`config.mk`:
```
export PLATFORM = sky130hd
export DESIGN_NAME = pll_clk_monitor
export DESIGN_NICKNAME = d
export VERILOG_FILES = /design/src/rtl/pll_clk_monitor.sv
export SDC_FILE = /design/constraint.sdc
export NUM_CORES = 1
export LEC_CHECK = 0
export BUFFER_PORTS_ARGS = -buffer_cell sky130_fd_sc_hd__buf_2
export CORE_MARGIN = 2
export CORE_UTILIZATION = 57
export CTS_CLUSTER_SIZE = 25
export DETAILED_ROUTE_END_ITERATION = 12
export HOLD_SLACK_MARGIN = 0.02
export PLACE_DENSITY = 0.81
export SYNTH_ARGS = -nofsm -noshare
export SYNTH_HDL_FRONTEND = slang
export SYNTH_SLANG_ARGS = --single-unit
export TNS_END_PERCENT = 30
```
`constraint.sdc`:
```
create_clock -name sys_clk -period 3.3 [get_ports sys_clk]
set_input_delay 0.33 -clock sys_clk [delete_from_list [all_inputs] [get_ports sys_clk]]
set_output_delay 0.33 -clock sys_clk [all_outputs]
set_load 0.03 [all_outputs]
```
`src/rtl/pll_clk_monitor.sv`:
```
// PLL output clock monitor.
// Samples a PLL clock in the sys_clk domain. While the PLL reports lock, it
// counts rising edges and high samples over fixed windows. After each window
// it reports both counts and a pass/fail flag for the edge count.
//
// state   | meaning
// --------+----------------------------------------------------------------
// IDLE    | no lock seen, counters held clear
// SETTLE  | lock seen, waiting SETTLE_CYC cycles before the first window
// MEASURE | window open, accumulating edges and high samples
// REPORT  | one-cycle gap, new results presented with meas_valid
`timescale 1ns/1ps
module pll_clk_monitor #(
    parameter int GATE_CYC   = 1000,
    parameter int SETTLE_CYC = 100,
    parameter int EXP_EDGES  = 250,
    parameter int TOL        = 2,
    parameter int CNT_W      = 16
) (
    input  logic             sys_clk,
    input  logic             sys_rst_n,
    input  logic             clk_test,
    input  logic             locked,
    output logic [CNT_W-1:0] edge_cnt,
    output logic [CNT_W-1:0] high_cnt,
    output logic             meas_valid,
    output logic             meas_ok,
    output logic             busy
);

    localparam int SET_W   = (SETTLE_CYC > 1) ? $clog2(SETTLE_CYC) : 1;
    localparam int LO_EDGE = (EXP_EDGES > TOL) ? (EXP_EDGES - TOL) : 0;
    localparam int HI_EDGE = EXP_EDGES + TOL;

    typedef enum logic [1:0] {
        IDLE    = 2'd0,
        SETTLE  = 2'd1,
        MEASURE = 2'd2,
        REPORT  = 2'd3
    } state_t;

    state_t           state_q, state_d;
    logic             t_s1_q, t_s2_q, t_s3_q;
    logic             l_s1_q, l_s2_q;
    logic [SET_W-1:0] settle_q, settle_d;
    logic [CNT_W-1:0] gate_q, gate_d;
    logic [CNT_W-1:0] edge_acc_q, edge_acc_d;
    logic [CNT_W-1:0] high_acc_q, high_acc_d;
    logic [CNT_W-1:0] edge_cnt_q, edge_cnt_d;
    logic [CNT_W-1:0] high_cnt_q, high_cnt_d;
    logic             ok_q, ok_d;
    logic             valid_q, valid_d;
    logic             rise;
    logic [CNT_W-1:0] edge_sum, high_sum;

    function automatic logic [CNT_W-1:0] sat_inc(input logic [CNT_W-1:0] a, input logic inc);
        return (inc && (a != {CNT_W{1'b1}})) ? (a + CNT_W'(1)) : a;
    endfunction

    function automatic logic in_range(input logic [CNT_W-1:0] cnt);
        logic [CNT_W:0] c;
        c = {1'b0, cnt};
        return (c >= (CNT_W+1)'(LO_EDGE)) && (c <= (CNT_W+1)'(HI_EDGE));
    endfunction

    // Two-flop synchronizers for clk_test and locked, plus the edge-detect stage.
    always_ff @(posedge sys_clk or negedge sys_rst_n) begin
        if (!sys_rst_n) begin
            t_s1_q <= 1'b0;
            t_s2_q <= 1'b0;
            t_s3_q <= 1'b0;
            l_s1_q <= 1'b0;
            l_s2_q <= 1'b0;
        end else begin
            t_s1_q <= clk_test;
            t_s2_q <= t_s1_q;
            t_s3_q <= t_s2_q;
            l_s1_q <= locked;
            l_s2_q <= l_s1_q;
        end
    end

    assign rise     = t_s2_q & ~t_s3_q;
    assign edge_sum = sat_inc(edge_acc_q, rise);
    assign high_sum = sat_inc(high_acc_q, t_s2_q);

    // State, counter and result registers.
    always_ff @(posedge sys_clk or negedge sys_rst_n) begin
        if (!sys_rst_n) begin
            state_q    <= IDLE;
            settle_q   <= '0;
            gate_q     <= '0;
            edge_acc_q <= '0;
            high_acc_q <= '0;
            edge_cnt_q <= '0;
            high_cnt_q <= '0;
            ok_q       <= 1'b0;
            valid_q    <= 1'b0;
        end else begin
            state_q    <= state_d;
            settle_q   <= settle_d;
            gate_q     <= gate_d;
            edge_acc_q <= edge_acc_d;
            high_acc_q <= high_acc_d;
            edge_cnt_q <= edge_cnt_d;
            high_cnt_q <= high_cnt_d;
            ok_q       <= ok_d;
            valid_q    <= valid_d;
        end
    end

    // Next state. Lock loss overrides everything, including a window that completes on the same cycle.
    // Results are loaded on entry to REPORT, so they are visible while meas_valid is high.
    always_comb begin
        state_d    = state_q;
        settle_d   = settle_q;
        gate_d     = gate_q;
        edge_acc_d = edge_acc_q;
        high_acc_d = high_acc_q;
        edge_cnt_d = edge_cnt_q;
        high_cnt_d = high_cnt_q;
        ok_d       = ok_q;
        valid_d    = 1'b0;
        if (!l_s2_q) begin
            state_d    = IDLE;
            settle_d   = '0;
            gate_d     = '0;
            edge_acc_d = '0;
            high_acc_d = '0;
            ok_d       = 1'b0;
        end else begin
            unique case (state_q)
                IDLE: begin
                    state_d    = SETTLE;
                    settle_d   = '0;
                    gate_d     = '0;
                    edge_acc_d = '0;
                    high_acc_d = '0;
                end
                SETTLE: begin
                    if (settle_q == SET_W'(SETTLE_CYC - 1)) begin
                        state_d    = MEASURE;
                        settle_d   = '0;
                        gate_d     = '0;
                        edge_acc_d = '0;
                        high_acc_d = '0;
                    end else begin
                        settle_d = settle_q + SET_W'(1);
                    end
                end
                MEASURE: begin
                    edge_acc_d = edge_sum;
                    high_acc_d = high_sum;
                    if (gate_q == CNT_W'(GATE_CYC - 1)) begin
                        state_d    = REPORT;
                        edge_cnt_d = edge_sum;
                        high_cnt_d = high_sum;
                        ok_d       = in_range(edge_sum);
                        valid_d    = 1'b1;
                    end else begin
                        gate_d = gate_q + CNT_W'(1);
                    end
                end
                REPORT: begin
                    state_d    = MEASURE;
                    gate_d     = '0;
                    edge_acc_d = '0;
                    high_acc_d = '0;
                end
                default: state_d = IDLE;
            endcase
        end
    end

    assign edge_cnt   = edge_cnt_q;
    assign high_cnt   = high_cnt_q;
    assign meas_valid = valid_q;
    assign meas_ok    = ok_q;
    assign busy       = (state_q == SETTLE) || (state_q == MEASURE);

endmodule

```
==> results of run 1 <==
per-stage QoR:
step	power [W]	cell area, µm²	setup slack (ps)	utilization	hold slack (ps)
6_report	0.002502	5605	642.2	0.6428	69.50
3_5_place_dp	0.001652	5370	712.0	0.6158	335.8
4_1_cts	0.002516	5605	682.5	0.6428	59.57
2_1_floorplan	0.001522	5139	1100	-	34.41
3_3_place_gp	0.001640	5370	684.3	0.6158	332.4
5_1_grt	0.002601	5605	468.6	0.6428	60.28
placed cells by master, fill, tap and decap left out, drive strengths merged, types with 3 or more instances in the layout:
cell and instances:
o21ai 99, dfrtp 96, nand2 84, buf 47, nand3 28, o31ai 24, nor2 24, a31oi 18
a21oi 17, nand4 14, xnor2 13, xor2 13, inv 13, and3 12, clkbuf 9, nor4 8
nand2b 7, ha 7, nor3 6, mux2i 5, and4 4, or4 4, nand3b 3, nand4b 3
or4b 3
layer usage:
metal | track usage | share of wire
met5 | 0 | 0
met4 | 0.08430 | 0.019
met3 | 0.02624 | 0.057
met2 | 0.3851 | 0.47
met1 | 0.3604 | 0.46
cells by family after synthesis:
kind of cell | count (synthesis)
AND/OR/NAND/NOR | 205
adder cells (fa/ha/maj) | 7
multiplexers | 7
buffers and inverters | 49
flip-flops | 96
AO/OA/AOI/OAI | 181
XOR/XNOR | 26
cell usage after synthesis (4+ instances only):
master | instances | area [µm²]
nand4_1 | 14 | 87.58
and4_1 | 4 | 35.03
a31oi_1 | 18 | 112.6
nor4_1 | 7 | 43.79
o21ai_1 | 7 | 35.03
nor3_1 | 6 | 30.03
o31ai_1 | 24 | 180.2
nand2b_1 | 7 | 43.79
nor2_1 | 23 | 86.33
mux2i_1 | 5 | 50.05
nand2_1 | 83 | 311.6
inv_1 | 10 | 37.54
and3_1 | 12 | 75.07
xor2_1 | 13 | 113.9
o21ai_0 | 92 | 460.4
xnor2_1 | 13 | 113.9
nand3_1 | 27 | 135.1
a21oi_1 | 17 | 85.08
clkbuf_1 | 28 | 105.1
dfrtp_1 | 96 | 2402
ha_1 | 7 | 87.58
buf_2 | 7 | 35.03
repair_timing:
item                      4_1_cts  5_1_grt
hold buffers                    1        0
hold endpoints to repair       45        0
gates resized for setup         0        0
how the worst min path moves through the flow:
| stage | startpoint | end | depth (start not counted) |
|---|---|---|---|
| after floorplan | sys_rst_n | edge_acc_q[0]$_DFFE_PN0P_ | 0 |
| after global placement | t_s1_q$_DFF_PN0_ | t_s2_q$_DFF_PN0_ | 0 |
| after detailed placement | t_s1_q$_DFF_PN0_ | t_s2_q$_DFF_PN0_ | 0 |
| after CTS | clk_test | t_s1_q$_DFF_PN0_ | 1 |
| after global routing | clk_test | t_s1_q$_DFF_PN0_ | 1 |
| final | locked | l_s1_q$_DFF_PN0_ | 1 |
layout make-up:
type                       count  area [µm²]
clock inverter                 7       101.3
tap                          108       135.1
fill                         703        3115
multi-input combinational    426        2535
sequential                    96        2402
clock buffer                   9       123.9
inverter                      10       37.54
timing repair buffer          48       270.3
flip-flops by register name, summed over array words and instances (netlist names), 2 cells and up:
signal and flops:
edge_acc_q 16, edge_cnt 16, gate_q 16, high_acc_q 16, high_cnt 16, settle_q 7, state_q 2
power groups by stage:
stage               Combinational [W]  Sequential (W)  Clock, W
detailed placement           0.000402         0.00125         0
global route                 0.000454         0.00123  0.000917
floorplan                    0.000280         0.00124         0
CTS                          0.000406         0.00123  0.000883
global placement             0.000393         0.00125         0
finish                       0.000409         0.00123  0.000865
==> impl_results.md, run 1 <==
* CTS Buf Count at 9
* Hpwl dp at around 8000 µm
* Critical path class: reg -> reg
* Layout cells sized above 1 at 0.1225
* Initial DRC Count at between 200 and 300
* Delay-heaviest family, CP: simple AND/OR/NAND/NOR gates
* Tightest Pin Transition at ~1000 ps
* Post-detailed-route wirelength per cell at 16.56 µm
* Outcome: complete, no violations
* Leak pwr at ~2.4 nW
* Clk root buf: clkbuf_8
* Fin cells at ~700
* Synth Flop Type: dfrtp_1
* Vias in the first global route at approximately 4100
* Max VDD drop at 0.3683 mV
* WP data required at approximately 3600 ps
* Placed Cells at between 600 and 700
* Slew HR at 0.3455
* Adder-Cell Fraction of Synth Area at 0.01704
* Reg2reg end: meas_ok$_DFFE_PN0P_
* Asr flop ratio synth at 1.000
* Ant. Diodes at 0
* Max clock buf depth at 2
* Worst R2R Setup Slack at between 600 and 700 ps
* CP Depth at 7
* Crit-path slowest cell: or4_1
* First-pass GRT wire length at approximately 20000 µm
* Syn Inst Count at between 500 and 600
* Buf+Inv Stages, Crit Path at 0
* Switching share of power at 0.2957
* RSZ-0062 raised after global routing: false
* Post-synthesis register bit count at between 90 and 100
* Max-Cap Viols at 0
* Clk pin slew, worst setup/hold paths at about 100 ps
* Rows at 34
* Avg Cell Area, Syn at between 8 and 9 µm²
* Crit share post-route at 0.8054
* Psw at around 0.00074 W
* TritonCTS clock tree: yes
* Mapped Area at about 5100 µm²
* Post-detailed-route count of antenna-violating nets at 0
* Netlist cell types at 58
* Setup crit end kind: flop
* Startpoint types: flop
* H-tree levels at 3
* TritonRoute pass-1 iters at 5
* DRC viols at 0
* Synthesized net count at between 500 and 600
* Final Max Slew Viols at 0
* GRT Total Usage at 0.2462
* Final hold violations at 0
* Final-stage net count at around 600
* Die Area at 9791 µm²
* Vias at approximately 4400
* Setup TNS at 0 ps
* CTS Sinks at 96
* Core ar. at between 8000 and 9000 µm²
* Io pins at 39
* Drt total wl at ~12000 µm
* Min cycle time layout at ~2700 ps
* Worst Reg-to-Reg Cells at 7
* Critical path fanouts, max at 7
* Starting Density at 0.5892
* Initial antenna violation count at 0
* Worst stage delay on the critical path at 660 ps
* Xor/xnor share of the synthesized area at 0.04431
* Latest clock arrival within the worst-skew pair at around 360 ps
* I/O Buffers at 38
* Main combinational cell family by area after synthesis: compound AO/OA/AOI/OAI gates
* Largest net degree at the start of global routing at 52
* Reg power frac at 0.491
* P_int at between 0.0015 and 0.002 W
* EDFF count, synth at 0
* Power per cell area at between 400 and 500 nW/µm²
* Die span in x at 98.95 µm
* CP arrival at 2940 ps
* Worst Skew at between 10 and 15 ps
* Yosys warning total at 0
* Crit path capture: meas_ok$_DFFE_PN0P_
* Setup Buffers After CTS at 0
* DR vias/cell at between 6 and 7
* Area grow syn2layout at 9.082%
* RePlAce Congestion at 0.9052
* Critical path cell sequence: ha_1 > nand2_1 > or4_1 > nor4b_2 > xnor2_1 > nand4_1 > o21ai_1
* Register area share after synthesis at 0.4675
* Die height at ~99 µm
* Final setup vio count at 0
* Worst Setup SP: edge_acc_q[0]$_DFFE_PN0P_
* Start of the worst register-to-register path: edge_acc_q[0]$_DFFE_PN0P_
* Worst min path class: in -> reg
* Post-Synth Simple-Gate Area at 0.2057
* Fmax achieved at between 300 and 400 MHz
* Part of the power in the clock network at 0.346
* Compound-gate portion of the synthesized area at 0.2121
* Comb power frac at 0.163
* Global route overflow at 0
* Mux cell area share after synthesis at 0.01412
Note: power is estimated with default switching activity, not from simulation.
==> run 2: changes to the inputs <==
CORE_UTILIZATION = 54   (was 57)
clock period = 2.2 ns   (was 3.3 ns; I/O delays follow)
==> run 2 against run 1 <==
  * Clock power is 29% higher
  * Combinational power is 64% higher
  * Wire length rose by 7.1%
  * Critical path type unchanged
  * Final cell count increased by 8.7%
  * Worst hold slack improved by 290 ps
  * Global-route usage rose by 0.52 points
  * Count of clock-buffer cells in the layout unchanged
==> impl_results.md, run 2 (synthesized netlist as in run 1, its figures left out) <==
* Setup Buffers After CTS at 0
* Worst stage delay on the critical path at 490 ps
* Outcome: complete, no violations
* Tightest Pin Transition at between 600 and 700 ps
* Global route overflow at 0
* Hpwl dp at approximately 9000 µm
* H-tree levels at 3
* Final hold violations at 0
* Worst min path class: reg -> reg
* Worst Skew at around 10 ps
* Fmax achieved at around 470 MHz
* Buf+Inv Stages, Crit Path at 0
* Starting Density at 0.5561
* Leak pwr at 2.633 nW
* Crit share post-route at 0.9578
* Max-Cap Viols at 0
* Drt total wl at 12490 µm
* Vias in the first global route at around 4300
* Core ar. at approximately 9200 µm²
* Max VDD drop at approximately 0.45 mV
* Vias at about 4600
* Post-detailed-route wirelength per cell at 16.32 µm
* Crit-path slowest cell: dfrtp_1
* DR vias/cell at approximately 6.0
* Die Area at 10310 µm²
* TritonCTS clock tree: yes
* I/O Buffers at 38
* DRC viols at 0
* CTS Sinks at between 90 and 100
* Power per cell area at between 600 and 700 nW/µm²
* RSZ-0062 raised after global routing: true
* GRT Total Usage at 0.2514
* Place WS at 109.4 ps
* RePlAce Congestion at 0.9550
* Rows at 35
* Latest clock arrival within the worst-skew pair at between 300 and 400 ps
* Most frequent cells in the layout: dfrtp_1, o21ai_0, nand2_1
* Die height at approximately 100 µm
* Delay-heaviest family, CP: simple AND/OR/NAND/NOR gates
* Clk root buf: clkbuf_8
* Critical path class: reg -> reg
* First-pass GRT wire length at 20620 µm
* CP arrival at about 2400 ps
* Setup crit end kind: flop
* Post-detailed-route count of antenna-violating nets at 0
* Largest net degree at the start of global routing at 51
* Critical path fanouts, max at 7
* CTS Buf Count at 9
* Final setup vio count at 0
* Slew HR at 0.5750
* TritonRoute pass-1 iters at 5
* Initial antenna violation count at 0
* Most common cell after layout, fill and taps aside: dfrtp_1
* Die span in x at just over 100 µm
* Start of the worst register-to-register path: edge_acc_q[13]$_DFFE_PN0P_
* Area grow syn2layout at 15.83%
* Min-delay src: t_s1_q$_DFF_PN0_
* WP data required at around 2400 ps
* Setup ws final at between 90 and 100 ps
* Critical path cell sequence: nand4_1 > nor2_1 > a21oi_1 > a21bo_2 > nand4_1 > o21ai_1
* Final Max Slew Viols at 0
* Layout cells sized above 1 at 0.1824
* Initial DRC Count at about 320
* Max clock buf depth at 2
* Final-stage net count at ~640
* Worst Setup SP: edge_acc_q[13]$_DFFE_PN0P_
* CP most frequent cell: nand4_1
* Startpoint types: flop
* Io pins at 39
* Ant. Diodes at 0
* Setup TNS at 0 ps
* Clk pin slew, worst setup/hold paths at ~100 ps
* Min cycle time layout at ~2100 ps
## run 2: through the flow
step / hold WS (ps) / instances / instance area, µm² / utilization / total power (W)
final: 356.2 / 765 / 5952 / 0.6441 / 0.003620
after detailed placement: 276.2 / 746 / 5707 / 0.6176 / 0.002522
after CTS: 360.6 / 765 / 5926 / 0.6413 / 0.003639
after global placement: 274.7 / 746 / 5707 / 0.6176 / 0.002497
after floorplan: -75.59 / 571 / 5139 / - / 0.002284
after global routing: 367.4 / 765 / 5952 / 0.6441 / 0.003799
## run 2: final cells by class
| type | count | area, µm² |
|---|---|---|
| inverters | 10 | 37.54 |
| well taps | 129 | 161.4 |
| fillers | 733 | 3288 |
| flip-flops and latches | 96 | 2402 |
| repair buffers | 88 | 600.6 |
| clock inverters | 7 | 65.06 |
| clock buffers | 9 | 123.9 |
| multi-input cells | 426 | 2561 |
## run 2: final timing paths
check                      cells past startpoint  slack (ps)                      end
setup / recovery                               6          90      meas_ok$_DFFE_PN0P_
hold / removal                                 0         360         t_s2_q$_DFF_PN0_
setup reg to reg                               6          90      meas_ok$_DFFE_PN0P_
min in group asynchronous                      2         420  settle_q[3]$_DFFE_PN0P_
hold reg to reg                                0         360         t_s2_q$_DFF_PN0_
max in group asynchronous                      3        1130  edge_cnt[0]$_DFFE_PN0P_
## run 2: timing repair
action / CTS / global route
resized for setup: 0 / 6
endpoints found under the hold margin: 48 / 0
hold buffers: 3 / 0
setup endpoints to repair: 0 / 13
## run 2: power breakdown
group | leakage [nW] | switching (W) | internal, W
clock network | 0.0874 | 0.000679 | 0.000437
logic | 1.22 | 0.000444 | 0.000225
registers | 1.33 | 0.0000352 | 0.00180
## run 2: worst reg2reg max path, cell delays in order (launching register included)
cell,delay [ps]
dfrtp_1,490
nand4_1,320
nor2_1,500
a21oi_1,260
a21bo_2,250
nand4_1,100
o21ai_1,80
## run 2: layer usage
| layer | vias to the layer above | routed length (µm) | track usage |
|---|---|---|---|
| li1 | 2196 | - | - |
| met1 | 2241 | 5651 | 0.3569 |
| met4 | 0 | 201 | 0.08732 |
| met3 | 23 | 677 | 0.02830 |
| met5 | - | 0 | 0 |
| met2 | 163 | 5957 | 0.4018 |
